### src/rtl/mac_kbd_serial.sv
// mac_kbd_serial
//   Keyboard end of the Mac Plus keyboard serial link. The keyboard always
//   drives the clock (CB1); the Mac asks for a transfer by pulling the shared
//   data line (CB2) low. Received commands are handed to the key translator as
//   byte + strobe, and the translator's reply byte is clocked back to the Mac.
//
// Ports
//   clk, reset    system clock, asynchronous active-high reset
//   ce            timing enable; all state advances only when ce=1
//   mac_data      Mac's CB2 drive value (1 = released)
//   kbd_data      keyboard's CB2 drive value (1 = released)
//   kbd_clk       CB1 clock to the VIA
//   cmd_data      last received command byte
//   cmd_strobe    one-ce-period pulse, cmd_data valid
//   reply_data    reply byte from translator
//   reply_strobe  reply valid (sampled on ce)
//   busy          not idle
//   overrun       sticky: a reply arrived while one was still pending
module mac_kbd_serial #(
  parameter int unsigned T_REQ     = 8,
  parameter int unsigned T_RX_LOW  = 180,
  parameter int unsigned T_RX_HIGH = 220,
  parameter int unsigned T_TX_LOW  = 160,
  parameter int unsigned T_TX_HIGH = 170,
  parameter int unsigned T_GUARD   = 100
) (
  input  logic       clk,
  input  logic       reset,
  input  logic       ce,
  input  logic       mac_data,
  output logic       kbd_data,
  output logic       kbd_clk,
  output logic [7:0] cmd_data,
  output logic       cmd_strobe,
  input  logic [7:0] reply_data,
  input  logic       reply_strobe,
  output logic       busy,
  output logic       overrun
);

  typedef enum logic [2:0] {S_IDLE, S_RX, S_WAIT, S_TX, S_GUARD} state_t;

  state_t      state_q, state_d;
  logic [9:0]  cnt_q, cnt_d;    // phase timer; also request debounce in IDLE/WAIT
  logic [2:0]  bit_q, bit_d;
  logic        hi_q, hi_d;      // 1 = high half of the current bit
  logic [7:0]  sh_q, sh_d;
  logic [7:0]  rep_q, rep_d;
  logic        pend_q, pend_d;
  logic        ovr_q, ovr_d;
  logic [7:0]  cmd_q, cmd_d;
  logic        stb_q, stb_d;
  logic        clk_q, clk_d;
  logic        dat_q, dat_d;

  always_ff @(posedge clk or posedge reset) begin
    if (reset) begin
      state_q <= S_IDLE;
      cnt_q   <= '0;
      bit_q   <= '0;
      hi_q    <= 1'b0;
      sh_q    <= '0;
      rep_q   <= '0;
      pend_q  <= 1'b0;
      ovr_q   <= 1'b0;
      cmd_q   <= '0;
      stb_q   <= 1'b0;
      clk_q   <= 1'b1;
      dat_q   <= 1'b1;
    end else begin
      state_q <= state_d;
      cnt_q   <= cnt_d;
      bit_q   <= bit_d;
      hi_q    <= hi_d;
      sh_q    <= sh_d;
      rep_q   <= rep_d;
      pend_q  <= pend_d;
      ovr_q   <= ovr_d;
      cmd_q   <= cmd_d;
      stb_q   <= stb_d;
      clk_q   <= clk_d;
      dat_q   <= dat_d;
    end
  end

  always_comb begin
    state_d = state_q;
    cnt_d   = cnt_q;
    bit_d   = bit_q;
    hi_d    = hi_q;
    sh_d    = sh_q;
    rep_d   = rep_q;
    pend_d  = pend_q;
    ovr_d   = ovr_q;
    cmd_d   = cmd_q;
    stb_d   = stb_q;
    clk_d   = clk_q;
    dat_d   = dat_q;

    if (ce) begin
      stb_d = 1'b0;

      // Reply latch runs in every state; the state logic below may clear
      // pending afterwards (new request, or transmission start).
      if (reply_strobe) begin
        if (pend_q) begin
          ovr_d = 1'b1;
        end else begin
          pend_d = 1'b1;
          rep_d  = reply_data;
        end
      end

      case (state_q)
        S_IDLE, S_WAIT: begin
          clk_d = 1'b1;
          dat_d = 1'b1;
          if (state_q == S_WAIT && pend_q) begin
            // start TX: first bit goes out with the falling clock
            state_d = S_TX;
            cnt_d   = '0;
            bit_d   = '0;
            hi_d    = 1'b0;
            clk_d   = 1'b0;
            dat_d   = rep_q[7];
            sh_d    = {rep_q[6:0], 1'b0};
            pend_d  = 1'b0;
          end else if (!mac_data) begin
            if (cnt_q == 10'(T_REQ - 1)) begin
              state_d = S_RX;
              cnt_d   = '0;
              bit_d   = '0;
              hi_d    = 1'b0;
              clk_d   = 1'b0;
              pend_d  = 1'b0;   // a new command supersedes an unsent reply
            end else begin
              cnt_d = cnt_q + 10'd1;
            end
          end else begin
            cnt_d = '0;
            if (state_q == S_IDLE && pend_q) begin
              state_d = S_TX;
              cnt_d   = '0;
              bit_d   = '0;
              hi_d    = 1'b0;
              clk_d   = 1'b0;
              dat_d   = rep_q[7];
              sh_d    = {rep_q[6:0], 1'b0};
              pend_d  = 1'b0;
            end
          end
        end

        S_RX: begin
          if (!hi_q) begin
            if (cnt_q == 10'(T_RX_LOW - 1)) begin
              clk_d = 1'b1;
              hi_d  = 1'b1;
              cnt_d = '0;
              sh_d  = {sh_q[6:0], mac_data};
            end else begin
              cnt_d = cnt_q + 10'd1;
            end
          end else if (cnt_q == 10'(T_RX_HIGH - 1)) begin
            cnt_d = '0;
            if (bit_q == 3'd7) begin
              cmd_d   = sh_q;
              stb_d   = 1'b1;
              state_d = S_WAIT;
            end else begin
              clk_d = 1'b0;
              hi_d  = 1'b0;
              bit_d = bit_q + 3'd1;
            end
          end else begin
            cnt_d = cnt_q + 10'd1;
          end
        end

        S_TX: begin
          if (!hi_q) begin
            if (cnt_q == 10'(T_TX_LOW - 1)) begin
              clk_d = 1'b1;
              hi_d  = 1'b1;
              cnt_d = '0;
            end else begin
              cnt_d = cnt_q + 10'd1;
            end
          end else if (cnt_q == 10'(T_TX_HIGH - 1)) begin
            cnt_d = '0;
            if (bit_q == 3'd7) begin
              dat_d   = 1'b1;
              state_d = S_GUARD;
            end else begin
              clk_d = 1'b0;
              hi_d  = 1'b0;
              dat_d = sh_q[7];
              sh_d  = {sh_q[6:0], 1'b0};
              bit_d = bit_q + 3'd1;
            end
          end else begin
            cnt_d = cnt_q + 10'd1;
          end
        end

        S_GUARD: begin
          clk_d = 1'b1;
          dat_d = 1'b1;
          if (cnt_q == 10'(T_GUARD - 1)) begin
            state_d = S_IDLE;
            cnt_d   = '0;
          end else begin
            cnt_d = cnt_q + 10'd1;
          end
        end

        default: begin
          state_d = S_IDLE;
          cnt_d   = '0;
          clk_d   = 1'b1;
          dat_d   = 1'b1;
        end
      endcase
    end
  end

  assign kbd_clk    = clk_q;
  assign kbd_data   = dat_q;
  assign cmd_data   = cmd_q;
  assign cmd_strobe = stb_q;
  assign busy       = (state_q != S_IDLE);
  assign overrun    = ovr_q;

endmodule
### config.mk
export PLATFORM = sky130hd
export DESIGN_NAME = mac_kbd_serial
export DESIGN_NICKNAME = d
export VERILOG_FILES = /design/src/rtl/mac_kbd_serial.sv
export SDC_FILE = /design/constraint.sdc
export NUM_CORES = 1
export LEC_CHECK = 0
export CAP_MARGIN = 20
export CORE_ASPECT_RATIO = 0.5
export CORE_MARGIN = 8
export CORE_UTILIZATION = 35
export CTS_CLUSTER_SIZE = 8
export DETAILED_ROUTE_END_ITERATION = 10
export GPL_TIMING_DRIVEN = 0
export PLACE_DENSITY = 0.59
export SYNTH_ARGS = -nofsm -noshare
export SYNTH_HDL_FRONTEND = slang
export SYNTH_SLANG_ARGS = --single-unit
### constraint.sdc
create_clock -name clk -period 3.9 [get_ports clk]
set_input_delay 0.39 -clock clk [delete_from_list [all_inputs] [get_ports clk]]
set_output_delay 0.39 -clock clk [all_outputs]
set_load 0.1 [all_outputs]
* Word-level counts from Yosys, hierarchy flattened *
Cells that the tools add are included.

word-level totals
  register bits after elaboration = 46
  output and inout bits = 13

cells by class
  $add $sub $neg = 2
  equal/unequal tests = 29
  multiplexer cells = 82
  bitwise logic cells = 2
  reductions and logical operators = 15

operator list
  operator               number
  $mux 10                10
  $mux 8                 8
  $mux 3                 20
  $eq 10x8->1 const B    4
  $pmux 10 s4            1
  $mux 1                 37
  $pmux 8 s3             1
  $ne 2x2->1 const B     10
  $ne 3x3->1 const B     6
  $pmux 3 s4             1
  $add 10x1->10 const B  1
  $eq 10x3->1 const B    1
  $eq 10x7->1 const B    1
  $reduce_and 10->1      1
  $reduce_and 5->1       2
  $pmux 1 s3             3
  $pmux 3 s3             1
  $reduce_and 9->1       1
  $ne 4x4->1 const B     2
  $reduce_and 4->1       2
  $reduce_and 8->1       1
  $eq 3x2->1 const B     2
  $eq 3x3->1 const B     2
  $reduce_and 3->1       2
  7 further kinds        10

* Depth between registers and ports, before layout *
Gate-level depths: netlist of the first run.

  depth in word-level cells = 6
  gate-level depth with buffers = 9
  depth with buffers taken out = 7

* Worst setup path before layout of the first run *
Ideal clock, no wire load.

  kind = register -> register
  start point = register cnt_q[0]
  end point = register bit_q[0]
  library setup time = 0.095 ns
  arrival time = 2.215 ns
  required time = 3.805 ns
  path slack = 1.590 ns
  stages on the path, launching flop included = 7
  clock period less this slack = 2.310 ns
  cell sequence = dfrtp_1 > ha_1 > or4bb_1 > o41ai_2 > o31ai_1 > or2_1 > o31ai_1

between the ends
  longest elaborated chain between the ends = 3
  elaborated cells between the ends (all ways) = 7
  classes of those cells = eq/ne (6); reduce/logical (1)

RTL lines
  element                                                           line  text
  start: declaration                                                44    logic [9:0] cnt_q, cnt_d;
  start signal: assignment                                          72    cnt_q <= cnt_d;
  $eq 10x3->1 (tied with other cells)                               129   if (cnt_q == 10'(T_REQ - 1)) begin
  $ne 4x4->1 (no source line) / $ne 2x2->1 (equally long branches)  --
  $reduce_and 8->1 (no source line) (*)                             --
  end signal: assignment                                            73    bit_q <= bit_d;
  end: declaration                                                  45    logic [2:0] bit_q, bit_d;

Mark *: on every way between the ends. The rest lies on a longest branch, timed or not.
A chain may end at the register's enable or synchronous reset.

* Worst setup path after layout of the first run *
  start point = register state_q[0]
  end point = output port busy

between the ends
  longest elaborated chain between the ends = 1

RTL lines
  element                   line  text
  start: declaration        43    state_t state_q, state_d;
  start signal: assignment  71    state_q <= state_d;
  $reduce_bool 3->1         231   assign busy = (state_q != S_IDLE);
  end: declaration          37    output logic busy,

No other way between the ends.

==> results.sh, run 1 <==
export IMPL_drive_gt1_share_pct=15.4
export IMPL_clock_path_buffers=2
export IMPL_seqCellArea_sq_mm=0.00115
export IMPL_vias=2014
export IMPL_syn_inst=247
export IMPL_crit_top_cell="clkbuf_1"
export IMPL_cp_start_kind="register"
export IMPL_cts_max_level=2
export IMPL_grt_pass1_wl_um=9690
export IMPL_syn_to_final_growth_pct=22.1
export IMPL_drv_cap=0
export IMPL_grt_setup_unrepaired="false"
export IMPL_grt_max_degree=30
export IMPL_post_route_period_util_pct=76.5
export IMPL_drt_iter0_markers=120
export IMPL_post_cts_setup_buffers=0
export IMPL_nNetsFinal=296
export IMPL_fp_dieH_um=75.3
export IMPL_slew_violations=0
export IMPL_yosysWarnings=0
export IMPL_ioPinCount=26
export IMPL_crit_arrival_ns=2.59
export IMPL_r2r_start="cnt_q[0]"
export IMPL_portBuffers=24
export IMPL_worstSetupStartpoint="state_q[0]"
export IMPL_synth_area_sq_mm=0.00246
export IMPL_min_path_type="in2async"
export IMPL_multi_input_area_sq_mm=0.00121
export IMPL_relSlewSlack_pct=34.7
export IMPL_path_clk_slew_ns=0.06
export IMPL_final_cell_mix="dfrtp_1 (44), nand2_1 (27), nor2_1 (24), clkdlybuf4s50_1 (24), mux2_2 (16)"
export IMPL_fin_crit_ns=2.98
export IMPL_final_hold_violation_count=0
export IMPL_async_reset_ff_share_pct=100
export IMPL_setup_tns_final_ns=0
export IMPL_tightest_slew_ns=0.976
export IMPL_synth_edff_count=0
export IMPL_syn_nets=264
export IMPL_vias_per_cell=5.41
export IMPL_wl_per_cell_um=15.6
export IMPL_die_w_um=135
export IMPL_cts_inserted_buffers=5
export IMPL_track_usage_pct=11.8
export IMPL_cp_slowest_cell="clkdlybuf4s50_1"
export IMPL_total_power_mw=1.69
export IMPL_r2r_end="bit_q[0]"
export IMPL_place_congestion=0.858
export IMPL_peakVddDrop_mv=0.270
export IMPL_yosysTopAreaCell="dfrtp_1"
export IMPL_ys_seq_area_share_pct=46.9
export IMPL_first_pass_iters=4
export IMPL_drt_wl_total_um=5810
export IMPL_clock_root_buffer="clkbuf_16"
export IMPL_cts_repair_resized=0
export IMPL_setup_viol=0
export IMPL_rr_worst_depth=6
export IMPL_status="finished, final reports clean"
export IMPL_path_cells="clkbuf_1, clkbuf_1, or3_1, clkdlybuf4s50_1"
export IMPL_n_antenna_cell=0
export IMPL_fillers=635
export IMPL_synth_distinct_cells=54
export IMPL_skew_ns=0.00624
export IMPL_worstSetupPathType="reg2out"
export IMPL_max_freq_ghz=0.335
export IMPL_crit_fanout=10
export IMPL_leakagePower_nw=1.28
export IMPL_drc=0
export IMPL_ys_flop_type="dfrtp_1"
export IMPL_grt_pass1_vias=1993
export IMPL_crit_required_ns=3.51
export IMPL_place_hpwl_um=4280
export IMPL_start_util_pct=36.4
export IMPL_postSynthAreaPerCell_sq_um=9.96
export IMPL_synth_area_top_cells="dfrtp_1 (45%), mux2_2 (7.3%), nand2_1 (4.1%)"
export IMPL_rows=21
export IMPL_crit_end="busy"
export IMPL_die_area_sq_mm=0.0101
export IMPL_mostFrequentLayoutCell="dfrtp_1"
export IMPL_cts_tree="built"
export IMPL_post_synth_top_area_fraction_pct=44.7
export IMPL_antenna_found_initial=0
export IMPL_core_sq_mm=0.00675
export IMPL_clkSinkCount=46
export IMPL_slowest_delay_ns=1.12
export IMPL_worstSkewPairLatency_ns=0.29
export IMPL_cts_hold_buf=0
export IMPL_cp_end_kind="output port"
export IMPL_detail_route_antenna_nets=0
export IMPL_grt_overflow=0
export IMPL_reg2reg_slack_ns=1.11
export IMPL_synth_seq_cells=46
export IMPL_p_per_area_mw_per_mm2=563
[area by class of cell]
type,count,area share [%]
Tap cell,92,3.83
Clock inverter,3,1.46
Inverter,10,1.25
Timing Repair Buffer,25,8.66
Multi-Input combinational cell,177,40.3
Clock buffer,5,4.16
Buffer,14,1.96
Sequential cell,46,38.4
[cells by family after synthesis]
group / after synthesis / share of synthesized area, %
compound gates: 57 / 18.3
flops: 46 / 46.9
simple gates: 92 / 18.7
fa+ha+maj: 4 / 2.03
xor+xnor: 8 / 2.85
buf+inv: 24 / 3.91
mux: 16 / 7.32
[per-layer routing]
metal,global-route usage [%],vias up,wire length [um]
met1,15.0,997,2770
met4,3.70,0,61
li1,-,965,-
met5,0,-,0
met2,20.3,47,2770
met3,2.11,5,212
[worst min path at each step]
stage,slack (ns),end,depth (start not counted)
after detailed placement,0.46,overrun,1
after CTS,0.42,rep_q[2],2
final,0.41,cmd_data[1],2
after floorplan,0.46,bit_q[0],1
after global placement,0.45,overrun,1
after global routing,0.43,cmd_data[1],2
[flip-flops by register name (all words and copies together) (netlist names)]
name / count
rep_q: 8
cnt_q: 10
sh_q: 8
state_q: 3
kbd_clk: 1
cmd_data: 8
cmd_strobe: 1
pend_q: 1
hi_q: 1
bit_q: 3
kbd_data: 1
overrun: 1
[metrics by stage]
step	cells	instance area, sq um	hold WS, ns	setup slack, ns	utilization, %
after global routing	372	3010	0.434	0.813	44.5
after floorplan	247	2460	0.458	1.59	-
after global placement	363	2820	0.451	1.05	41.7
after detailed placement	364	2840	0.459	1.02	42.0
after CTS	372	3010	0.419	0.920	44.5
final	372	3010	0.406	0.916	44.5
[synth_stat cells (all sizes together) (2+ instances only)]
cell type,count
dfrtp,44
nand2,27
nor2,24
mux2,16
a31oi,12
inv,10
clkbuf,9
o21ai,7
o31ai,7
a21oi,6
nand3,6
buf,5
nor3,5
or3,5
xor2,5
ha,4
nand4,4
or2,4
nand2b,3
xnor2,3
a21o,2
a22oi,2
dfstp,2
nand3b,2
nor2b,2
nor4,2
o311ai,2
o41ai,2
or4,2
or4b,2
[worst max-delay path: cells and delay by family (launching register included)]
kind | cells | cell delay (ns)
buffers and inverters | 3 | 1.82
DFF | 1 | 0.32
and+or+nand+nor | 1 | 0.17
[power breakdown]
part	leakage, nW	internal, mW	switching (mW)	total, mW
registers	0.563	0.614	0.102	0.716
logic	0.631	0.193	0.294	0.487
clock network	0.0842	0.303	0.184	0.488
total	1.28	1.11	0.581	1.69
Note: power is estimated with default switching activity, not from simulation.
==> inputs of run 2 (changes only) <==
==> constraint.sdc (replaced) <==
create_clock -name clk -period 2.8 [get_ports clk]
set_input_delay 0.28 -clock clk [delete_from_list [all_inputs] [get_ports clk]]
set_output_delay 0.28 -clock clk [all_outputs]
set_load 0.1 [all_outputs]
==> run 2 against run 1 <==
Net effect:
- sequential share of layout area down 0.16 points
- die area did not move
- register-to-register slack worse by 0.91 ns
- power rose by 40%
- worst hold slack lost 0.11 ns
- global-route usage hardly changed
- first-iteration DRC count rose by 6.7%
- critical path type is now in2reg
- highest routed layer unchanged
==> results.sh, run 2 (same netlist as run 1, synthesis figures left out) <==
export IMPL_status="finished, final reports clean"
export IMPL_detail_route_antenna_nets=0
export IMPL_min_path_type="in2async"
export IMPL_place_hpwl_um=4280
export IMPL_seqCellArea_sq_mm=0.00115
export IMPL_leakagePower_nw=1.28
export IMPL_highest_layer="met4"
export IMPL_antenna_found_initial=0
export IMPL_dpl_cell_area_sq_mm=0.00284
export IMPL_clock_root_buffer="clkbuf_16"
export IMPL_max_freq_ghz=0.382
export IMPL_clock_path_buffers=2
export IMPL_drv_cap=0
export IMPL_final_cell_mix="dfrtp_1 (44), nand2_1 (27), nor2_1 (24)"
export IMPL_path_cells="clkdlybuf4s50_1, o21ai_0, o41ai_4, o31ai_1, nor3_1, a221o_1"
export IMPL_n_antenna_cell=0
export IMPL_track_usage_pct=11.8
export IMPL_relSlewSlack_pct=34.7
export IMPL_rows=21
export IMPL_cts_max_level=2
export IMPL_worstSkewPairLatency_ns=0.29
export IMPL_core_sq_mm=0.00675
export IMPL_drt_wl_total_um=5860
export IMPL_place_congestion=0.858
export IMPL_fp_dieH_um=75.3
export IMPL_drive_gt1_share_pct=15.7
export IMPL_final_hold_violation_count=0
export IMPL_wl_per_cell_um=15.7
export IMPL_cp_end_kind="register"
export IMPL_crit_required_ns=2.97
export IMPL_tightest_slew_ns=0.976
export IMPL_post_cts_setup_buffers=0
export IMPL_setup_tns_final_ns=0
export IMPL_skew_ns=0.00645
export IMPL_wl_met2_um=2800
export IMPL_die_w_um=135
export IMPL_vias=2013
export IMPL_grt_setup_unrepaired="false"
export IMPL_grt_overflow=0
export IMPL_p_per_area_mw_per_mm2=785
export IMPL_grt_max_degree=30
export IMPL_crit_fanout=7
export IMPL_largest_register_ffs=10
export IMPL_worstSetupPathType="in2reg"
export IMPL_met1_length_um=2790
export IMPL_die_area_sq_mm=0.0101
export IMPL_ioPinCount=26
export IMPL_final_area_sq_mm=0.00302
export IMPL_cts_inserted_buffers=5
export IMPL_multi_input_area_sq_mm=0.00122
export IMPL_clkSinkCount=46
export IMPL_fillers=633
export IMPL_portBuffers=24
export IMPL_syn_to_final_growth_pct=22.6
export IMPL_fin_crit_ns=2.62
export IMPL_drc=0
export IMPL_nNetsFinal=296
export IMPL_drt_iter0_markers=128
export IMPL_grt_pass1_vias=1987
export IMPL_crit_arrival_ns=2.79
export IMPL_setup_viol=0
export IMPL_grt_pass1_wl_um=9690
export IMPL_regMostFlops="cnt_q"
export IMPL_mostFrequentLayoutCell="dfrtp_1"
export IMPL_first_pass_iters=4
export IMPL_cts_tree="built"
export IMPL_peakVddDrop_mv=0.376
export IMPL_post_route_period_util_pct=93.5
export IMPL_start_util_pct=36.4
export IMPL_cp_start_kind="input pin"
export IMPL_path_clk_slew_ns=0.06
export IMPL_slowest_delay_ns=0.73
export IMPL_vias_per_cell=5.41
export IMPL_slew_violations=0
export IMPL_met3_length_um=210
export IMPL_cp_slowest_cell="o31ai_1"
run 2: changes by cell type in the layout (fill, tap and decap cells not counted), sizes merged:
cell           previous run  this run
dlygate4sd2               0         1
clkdlybuf4s50            24        23
run 2: area by class of cell:
class	count	area share [%]
Buffer	14	1.95
Inverter	10	1.24
Multi-Input combinational cell	177	40.6
Sequential cell	46	38.2
Timing Repair Buffer	25	8.58
Clock inverter	3	1.45
Clock buffer	5	4.15
Tap cell	92	3.81
run 2: report_power, final:
group	internal (mW)	leakage [nW]	total, mW	switching [mW]
Clock	0.423	0.0842	0.682	0.259
Sequential	0.855	0.563	1.00	0.145
Combinational	0.271	0.628	0.688	0.417
Total	1.55	1.28	2.37	0.821
run 2: timing repair:
| action | 4_1_cts | 5_1_grt |
|---|---|---|
| cloned | 0 | 0 |
| hold endpoints to repair | 0 | 0 |
| setup endpoints to repair | 2 | 1 |
| hold buffers | 0 | 0 |
| gates resized for setup | 2 | 1 |
run 2: worst paths after layout:
check,start,endpoint,slack (ns),cells after the start
worst max-delay path,mac_data,state_q[1],0.18,6
worst min-delay path,reset,cmd_data[1],0.29,2
worst max register to register,cnt_q[0],bit_q[0],0.20,6
worst min register to register,overrun,overrun,0.47,1
min in group clk,overrun,overrun,0.47,1
max in group asynchronous,reset,kbd_clk,1.95,3
run 2: critical path: cells and delay by family:
kind / cells / cell delay, ns
AO/OA/AOI/OAI: 4 / 1.85
buffers and inverters: 1 / 0.56
AND/OR/NAND/NOR: 1 / 0.09
run 2: per-stage QoR:
stage	setup slack [ns]	hold slack, ns	total power [mW]	util [%]	std cells
3_5_place_dp	0.0309	0.459	1.69	42.0	364
3_3_place_gp	0.0595	0.451	1.66	41.7	363
5_1_grt	0.0440	0.324	2.51	44.7	372
4_1_cts	0.134	0.309	2.38	44.7	372
2_1_floorplan	0.490	0.419	1.51	-	247
6_report	0.181	0.294	2.37	44.7	372
run 2: layer usage:
layer	vias to the layer above	track usage [%]
met5	-	0
met4	0	3.70
met3	5	2.11
met2	46	20.4
met1	999	15.0
li1	963	-
